[src/rtl/mult_pkg.sv]
// Shared types and helpers for the Booth multiplier partitions.
package mult_pkg;

  typedef enum logic [1:0] {IDLE, CALC, DONE} state_e;

  typedef enum logic [2:0] {ZERO, POS1, POS2, NEG1, NEG2} digit_e;

  function automatic int calc_n_iter(input int width);
    return (width + 2) / 2;
  endfunction

  // Radix-4 recoding of the window {b[2i+1], b[2i], b[2i-1]}.
  function automatic digit_e booth_decode(input logic [2:0] win);
    digit_e d;
    case (win)
      3'b001, 3'b010: d = POS1;
      3'b011:         d = POS2;
      3'b100:         d = NEG2;
      3'b101, 3'b110: d = NEG1;
      default:        d = ZERO;
    endcase
    return d;
  endfunction

endpackage

[src/rtl/booth_pp_gen.sv]
// Combinational radix-4 Booth partial product: digit * ext_a, shifted by 2*idx,
// with optional truncation of the low APPROX_COLS columns.
module booth_pp_gen
  import mult_pkg::*;
#(
  parameter int WIDTH       = 8,
  parameter int APPROX_COLS = 4,
  parameter int IDX_W       = 3
) (
  input  logic [2:0]           win_i,
  input  logic [WIDTH+1:0]     ext_a_i,
  input  logic [IDX_W-1:0]     idx_i,
  input  logic                 approx_i,
  output logic [2*WIDTH+1:0]   pp_o
);

  localparam int PW = 2*WIDTH + 2;
  localparam logic [PW-1:0] LOW_MASK =
    (APPROX_COLS == 0) ? '0 : ({PW{1'b1}} >> (PW - APPROX_COLS));

  logic [PW-1:0] a_w;
  logic [PW-1:0] mag;
  logic [PW-1:0] shifted;

  assign a_w = {{WIDTH{ext_a_i[WIDTH+1]}}, ext_a_i};

  always_comb begin
    mag = '0;
    case (booth_decode(win_i))
      POS1:    mag = a_w;
      POS2:    mag = a_w << 1;
      NEG1:    mag = -a_w;
      NEG2:    mag = -(a_w << 1);
      default: mag = '0;
    endcase
  end

  assign shifted = mag << {idx_i, 1'b0};
  assign pp_o    = approx_i ? (shifted & ~LOW_MASK) : shifted;

endmodule

[src/rtl/mult_booth_seq.sv]
// Iterative radix-4 Booth multiplier: one Booth digit per cycle, valid/ready
// operand and product streams, signed/unsigned and approximate modes.
module mult_booth_seq
  import mult_pkg::*;
#(
  parameter int WIDTH       = 8,
  parameter int APPROX_COLS = 4
) (
  input  logic                 clk,
  input  logic                 rst,
  input  logic                 in_valid,
  output logic                 in_ready,
  input  logic [WIDTH-1:0]     a,
  input  logic [WIDTH-1:0]     b,
  input  logic                 is_signed,
  input  logic                 approx_en,
  output logic                 out_valid,
  input  logic                 out_ready,
  output logic [2*WIDTH-1:0]   p,
  output logic                 out_approx
);

  localparam int N_ITER = calc_n_iter(WIDTH);
  localparam int PW     = 2*WIDTH + 2;
  localparam int CW     = $clog2(N_ITER + 1);

  state_e            state_q, state_d;
  logic [WIDTH+1:0]  a_q, a_d;
  logic [WIDTH+1:0]  b_q, b_d;
  logic              approx_q, approx_d;
  logic [PW-1:0]     acc_q, acc_d;
  logic [CW-1:0]     cnt_q, cnt_d;

  logic [WIDTH+4:0]  b_pad;
  logic [CW:0]       win_base;
  logic [2:0]        win;
  logic [PW-1:0]     pp;

  // Padding below supplies bit -1 = 0; padding above keeps the window in range.
  assign b_pad    = {2'b00, b_q, 1'b0};
  assign win_base = {cnt_q, 1'b0};
  assign win      = b_pad[win_base +: 3];

  booth_pp_gen #(
    .WIDTH       (WIDTH),
    .APPROX_COLS (APPROX_COLS),
    .IDX_W       (CW)
  ) u_pp_gen (
    .win_i    (win),
    .ext_a_i  (a_q),
    .idx_i    (cnt_q),
    .approx_i (approx_q),
    .pp_o     (pp)
  );

  always_ff @(posedge clk or posedge rst) begin
    if (rst) begin
      state_q  <= IDLE;
      a_q      <= '0;
      b_q      <= '0;
      approx_q <= 1'b0;
      acc_q    <= '0;
      cnt_q    <= '0;
    end else begin
      state_q  <= state_d;
      a_q      <= a_d;
      b_q      <= b_d;
      approx_q <= approx_d;
      acc_q    <= acc_d;
      cnt_q    <= cnt_d;
    end
  end

  always_comb begin
    state_d  = state_q;
    a_d      = a_q;
    b_d      = b_q;
    approx_d = approx_q;
    acc_d    = acc_q;
    cnt_d    = cnt_q;
    case (state_q)
      IDLE: begin
        if (in_valid) begin
          a_d      = is_signed ? {{2{a[WIDTH-1]}}, a} : {2'b00, a};
          b_d      = is_signed ? {{2{b[WIDTH-1]}}, b} : {2'b00, b};
          approx_d = approx_en;
          acc_d    = '0;
          cnt_d    = '0;
          state_d  = CALC;
        end
      end
      CALC: begin
        // Digits 0..N_ITER-1 accumulate; the extra terminal cycle sets the
        // fixed N_ITER+1 cycle latency to out_valid.
        if (cnt_q == CW'(N_ITER)) begin
          state_d = DONE;
        end else begin
          acc_d = acc_q + pp;
          cnt_d = cnt_q + CW'(1);
        end
      end
      DONE: begin
        if (out_ready) state_d = IDLE;
      end
      default: state_d = IDLE;
    endcase
  end

  assign in_ready   = (state_q == IDLE);
  assign out_valid  = (state_q == DONE);
  assign p          = out_valid ? acc_q[2*WIDTH-1:0] : '0;
  assign out_approx = out_valid & approx_q;

endmodule
[config.mk]
export PLATFORM = sky130hd
export DESIGN_NAME = mult_booth_seq
export DESIGN_NICKNAME = d
export VERILOG_FILES = /design/src/rtl/mult_pkg.sv /design/src/rtl/booth_pp_gen.sv /design/src/rtl/mult_booth_seq.sv
export SDC_FILE = /design/constraint.sdc
export NUM_CORES = 1
export LEC_CHECK = 0
export CAP_MARGIN = 20
export CORE_UTILIZATION = 55
export DETAILED_ROUTE_END_ITERATION = 8
export PLACE_DENSITY = 0.75
export RECOVER_POWER = 25
export SLEW_MARGIN = 40
export SYNTH_ARGS = -nofsm -noshare
export SYNTH_HDL_FRONTEND = slang
export SYNTH_SLANG_ARGS = --single-unit
[constraint.sdc]
create_clock -name clk -period 11.85 [get_ports clk]
set_clock_uncertainty 0.15 [all_clocks]
set_input_delay 1.7775 -clock clk [delete_from_list [all_inputs] [get_ports clk]]
set_output_delay 1.7775 -clock clk [all_outputs]
set_load 0.005 [all_outputs]
# Yosys cells after proc, flatten, opt, wreduce, memory -nomap -nowiden
# Cells that the tools add are included.
dict set report classes {
  n_addsub 4
  n_eq_ne 17
  shifts 2
  mux 16
  bitwise_logic 1
  n_reduce_logical 7
}
# operator n
set op_table {}
lappend op_table {{$pmux 18 s4} 1}
lappend op_table {{$mux 18} 2}
lappend op_table {{$neg 18->18} 2}
lappend op_table {{$pmux 18 s2} 1}
lappend op_table {{$mux 10} 2}
lappend op_table {{$add 18x18->18} 1}
lappend op_table {{$shl 18x4->18} 1}
lappend op_table {{$mux 16} 1}
lappend op_table {{$eq 3x3->1 const B} 5}
lappend op_table {{$shiftx 13x5->3} 1}
lappend op_table {{$eq 3x2->1 const B} 4}
lappend op_table {{$pmux 3 s4} 1}
lappend op_table {{$eq 3x1->1 const B} 2}
lappend op_table {{$mux 2} 3}
lappend op_table {{$mux 3} 2}
lappend op_table {{$ne 2x2->1 const B} 3}
lappend op_table {{$pmux 2 s3} 1}
lappend op_table {{$pmux 3 s2} 1}
lappend op_table {{$reduce_and 3->1} 2}
lappend op_table {{$mux 4} 1}
lappend op_table {{$reduce_or 2->1} 2}
lappend op_table {{$add 3x1->3 const B} 1}
lappend op_table {{$eq 2x1->1 const B} 1}
lappend op_table {{$eq 2x2->1 const B} 1}
lappend op_table {{5 further kinds} 5}
dict set report word_totals {
  ff_bits 44
  out_inout_bits 19
}

# Longest topological paths before layout
dict set report depth {
  word_depth 11
  ltp_mapped 22
  depth_no_buf 20
}

# Cells and area by module
# From an unflattened synthesis, not the netlist that was laid out.
dict set report unflattened {
  cells_unflattened 459
  hier_area_um2 3887.5
}
# module n_inst cells_each area_each_um2 seq_area_each_um2
set by_module_without_submodules {}
lappend by_module_without_submodules {mult_booth_seq 1 257 2536.2 1001.0}
lappend by_module_without_submodules {booth_pp_gen 1 202 1351.3 0.0}

# Worst setup path after synthesis
# Ideal clock, no wire load.
dict set report synth_timing {
  path_kind {register to register}
  from {register cnt_q[2]}
  to {register acc_q[15]}
  arrival_time_ns 4.070
  required_ns 11.582
  setup_slack_ns 7.512
  stages_incl_launch_ff 22
  cell_sequence {dfrtp_1 > buf_6 > mux2i_2 > a2bb2oi_1 > nor3_2 > a21oi_2 > buf_6 > o21ai_0 > a211oi_1 > mux2i_1 > mux2_2 > and2_1 > ha_1 > a21oi_1 > nor2_1 > nor2_1 > a211o_1 > o21ai_0 > o41ai_1 > xor2_2 > a21o_1 > a21o_1}
}
dict set report synth_between {
  elab_chain_cells 11
}
# element line
set synth_lines {}
lappend synth_lines {{start, declared} mult_booth_seq.sv:32} ;# logic [CW-1:0] cnt_q, cnt_d;
lappend synth_lines {{start signal, assigned} mult_booth_seq.sv:70} ;# cnt_q <= cnt_d;
lappend synth_lines {{$shiftx 13x5->3} mult_booth_seq.sv:42} ;# assign win = b_pad[win_base +: 3];
lappend synth_lines {{$eq 3x3->1, or another cell as far along} mult_pkg.sv:15} ;# case (win)
lappend synth_lines {{$reduce_or 2->1} mult_pkg.sv:15}
lappend synth_lines {{$pmux 3 s4} mult_pkg.sv:15}
lappend synth_lines {{$eq 3x3->1, or another cell as far along} booth_pp_gen.sv:29} ;# case (booth_decode(win_i))
lappend synth_lines {{$pmux 18 s4} booth_pp_gen.sv:29}
lappend synth_lines {{$shl 18x4->18} booth_pp_gen.sv:38} ;# assign shifted = mag << {idx_i, 1'b0};
lappend synth_lines {{$mux 4} booth_pp_gen.sv:39} ;# assign pp_o = approx_i ? (shifted & ~LOW_MASK) : shifted;
lappend synth_lines {{$add 18x18->18} mult_booth_seq.sv:98} ;# acc_d = acc_q + pp;
lappend synth_lines {{$mux 18} mult_booth_seq.sv:95} ;# if (cnt_q == CW'(N_ITER)) begin
lappend synth_lines {{$pmux 18 s2} mult_booth_seq.sv:81} ;# case (state_q)
lappend synth_lines {{end signal, assigned} mult_booth_seq.sv:62} ;# acc_q <= '0;
lappend synth_lines {{end signal, assigned} mult_booth_seq.sv:69} ;# acc_q <= acc_d;
lappend synth_lines {{end, declared} mult_booth_seq.sv:31} ;# logic [PW-1:0] acc_q, acc_d;
# Parallel ways exist; a longest one is shown, timed or not. The select of a mux whose other input is x is not followed.
# A chain may end at the register's enable or synchronous reset.

# Final worst setup path
# Ends and elaborated chain as after synthesis.

==> tab_implementation.tex <==
\begin{tabular}{lr}
\hline
Metric & Value \\
\hline
\multicolumn{2}{l}{\textbf{Run status}} \\
Result of the run & complete, but fails checks \\
Violated checks & capacitance limit, slew limit \\
\multicolumn{2}{l}{\textbf{Logic synthesis}} \\
Most instantiated cells after synthesis & 40 x dfrtp\_1, 34 x nand2\_1, 27 x a21oi\_1, 27 x o21ai\_0 \\
Netlist area before placement & 3440 um\^{}2 \\
Primary flip-flop cell chosen by synthesis mapping & dfrtp\_1 \\
Warnings from Yosys & 0 \\
Most area-consuming cells after synthesis & dfrtp\_1 29\%, ha\_1 6.5\%, mux2\_2 6.2\% \\
Number of enable flip-flop cells after synthesis & 0 \\
Yosys cell types & 67 \\
Proportion of synthesized flip-flops having asynchronous set or reset & 100.0\% \\
Post-Syn Instances & 389 \\
Most instantiated library cell after synthesis & dfrtp\_1 \\
Yosys top cell area share & 29.10\% \\
Net count after synthesis & 430 \\
Part of the Yosys area used for sequential elements & 29.10\% \\
Cell type contributing the most total cell area after synthesis & dfrtp\_1 \\
FF+latch count, synth & 40 \\
Post-synthesis average cell area & 8.842 um\^{}2 \\
\multicolumn{2}{l}{\textbf{Global routing}} \\
Largest net degree at the start of global routing & 41 \\
Via count of the first global-routing pass & 2762 \\
Overall routing resource usage & 25.34\% \\
Initial antenna violation count & 0 \\
Aggregate global routing overflow & 0 \\
Wire length of the first global-routing pass & 13100 um \\
\multicolumn{2}{l}{\textbf{Drt}} \\
Post-route antenna net violation count & 0 \\
Number of DRC markers after the initial detailed-route iteration & 170 \\
Ratio of routed vias to standard cells & 5.976 \\
WL final & 7580 um \\
Residual DRC & 0 \\
Total number of vias & 2946 \\
DR pass1 iterations & 5 \\
DR WL/cell & 15.38 um \\
\multicolumn{2}{l}{\textbf{Clock tree}} \\
Clock-pin slew on the worst setup and hold paths & 0.08 ns \\
Number of levels the H-tree was split into & 2 \\
Clock tree buffer depth & 2 \\
Number of resized instances in the post-cts repair step & 0 \\
CTS Hold Bufs & 0 \\
Clock insertion delay at the later pin of the skew report & 0.30 ns \\
Cell at the root of the clock tree & clkbuf\_8 \\
Count of buffers added by post-CTS timing repair for setup & 0 \\
TritonCTS clock tree & done \\
Sink Count & 40 \\
Number of buffers inserted during clock tree synthesis & 5 \\
\multicolumn{2}{l}{\textbf{Die}} \\
I/O pin count & 41 \\
Width of the chip & 81.08 um \\
Area of the die & 6574 um\^{}2 \\
Initial standard-cell utilization of the core & 57.41\% \\
Placeable Area & 5991 um\^{}2 \\
Height of the die & 81.08 um \\
Total number of placement rows & 28 \\
\multicolumn{2}{l}{\textbf{Timing}} \\
Final Max Slew Viols & 41 \\
Maximum clock frequency & 0.1823 GHz \\
Final WS setup & 6.366 ns \\
RSZ-0062 raised after global routing & no \\
Final sum of negative setup slack & 0 ns \\
Final critical-path required period & 5.484 ns \\
Final setup viols & 0 \\
Worst-case headroom to the max-slew limit & -44.84\% \\
Least-Margin Pin Slew & 2.173 ns \\
Share of the clock period used by the worst path & 46.28\% \\
Hold Violations, Final & 0 \\
\multicolumn{2}{l}{\textbf{Placement}} \\
Worst slack at placement & 6.465 ns \\
RePlAce Congestion & 0.8912 \\
Placed inst area & 3814 um\^{}2 \\
Number of input and output port buffers inserted & 40 \\
Detailed placer's ending HPWL & 5599 um \\
\multicolumn{2}{l}{\textbf{Worst setup path}} \\
Category of the worst setup path launch point & flop \\
Worst-path maximum fanout & 28 \\
Required time worst endpoint & 11.89 ns \\
Crit. Startpoint & cnt\_q[2]\$\_DFFE\_PP0P\_ \\
Nature of the critical path endpoint & flop \\
Launch instance of the worst register-to-register path & cnt\_q[2]\$\_DFFE\_PP0P\_ \\
Arrival @ worst endpoint & 5.52 ns \\
Worst setup path category & flop to flop \\
\multicolumn{2}{l}{\textbf{Worst hold path}} \\
Startpoint of the tightest hold check path & acc\_q[15]\$\_DFFE\_PP0P\_ \\
Type of the tightest min-delay check & flop to flop \\
\multicolumn{2}{l}{\textbf{Final layout}} \\
Proportion of layout cells with a drive suffix above 1 & 12.44\% \\
Antenna fix cells & 0 \\
Layout area overhead & 13.46\% \\
Final non-filler cell area & 3902 um\^{}2 \\
Total Nets Final & 458 \\
Layout Utilization & 65.14\% \\
\multicolumn{2}{l}{\textbf{Run}} \\
Number of max-capacitance violations reported & 1 \\
\hline
\end{tabular}
## layout by cell type (no fill, tap or decap), types with 3 or more instances in the layout
cell type	netlist	layout
xor2_1	8	8
inv_1	13	13
xnor2_1	10	9
o21ai_0	27	27
mux2i_1	11	11
o21ai_1	4	4
a22o_1	4	4
ha_1	18	18
a211o_1	3	3
nor2_1	22	22
nor4b_1	3	3
a21oi_1	27	27
nand2_1	34	34
nor3_1	9	9
nand3b_1	5	5
nand3_1	13	13
clkdlybuf4s50_1	0	38
a21o_1	8	8
mux2_2	19	19
a32o_1	3	3
a2bb2oi_1	3	3
or3_1	6	6
and2_1	22	21
nor3b_1	3	3
dfrtp_1	40	38
clkbuf_8	3	6
o22ai_1	6	6
## critical path, stage by stage, from the launching register on
cell       delay (ns)
dfrtp_2          0.72
mux2i_2          0.32
a2bb2oi_1        0.39
nor3_2           0.12
a21oi_2          0.43
o21ai_0          0.17
a211oi_1         0.39
mux2i_1          0.17
mux2_2           0.30
and2_1           0.16
ha_1             0.35
nand3_1          0.10
a21oi_1          0.19
nor2_1           0.09
a211o_1          0.29
o21ai_0          0.30
o41ai_1          0.16
xor2_2           0.20
a21o_1           0.20
a21o_1           0.16
## path summary, 6_finish.rpt
path,cells past startpoint,to,slack (ns)
max reg2reg,19,acc_q[15]$_DFFE_PP0P_,6.37
min in group asynchronous,3,acc_q[2]$_DFFE_PP0P_,2.56
min,1,acc_q[15]$_DFFE_PP0P_,0.36
max,19,acc_q[15]$_DFFE_PP0P_,6.37
max in group asynchronous,3,cnt_q[1]$_DFFE_PP0P_,7.60
min reg2reg,1,acc_q[15]$_DFFE_PP0P_,0.36
## registers in the layout, indices dropped and copies added, names as in the netlist
signal	count
cnt_q	3
a_q	9
b_q	9
state_q	2
acc_q	16
approx_q	1
## logic make-up after synthesis
family	count (synthesis)	synth area share (%)
compound gates	114	22.99
simple gates	133	20.37
xor+xnor	19	5.056
mux	31	9.822
fa+ha+maj	19	7.130
flops	40	29.10
buf+inv	33	5.529
## metal layers
layer	part of all wire (%)	vias up	GRT usage, %
li1	-	1465	-
met1	49	1387	35.58
met2	46	87	41.68
met3	4.7	7	2.921
met4	0.86	0	5.357
met5	0	-	0
## cell type report
class                           instances  area (um^2)
Tap cell                               75        93.84
Inverter                               13        48.80
Timing Repair Buffer                   41        404.1
Clock inverter                          2        10.01
Sequential cell                        40         1003
Fill cell                             520         2088
Multi-Input combinational cell        316         2260
Clock buffer                            6        82.58
## stage by stage
step | hold WS [ns] | instances
floorplan | 0.3150 | 389
global placement | 0.3412 | 485
detailed placement | 0.3482 | 485
CTS | 0.3669 | 493
global route | 0.4016 | 493
finish | 0.3605 | 493
Power is not shown: default switching activity piles up to over one toggle a cycle in this logic, so the estimate is an artifact.
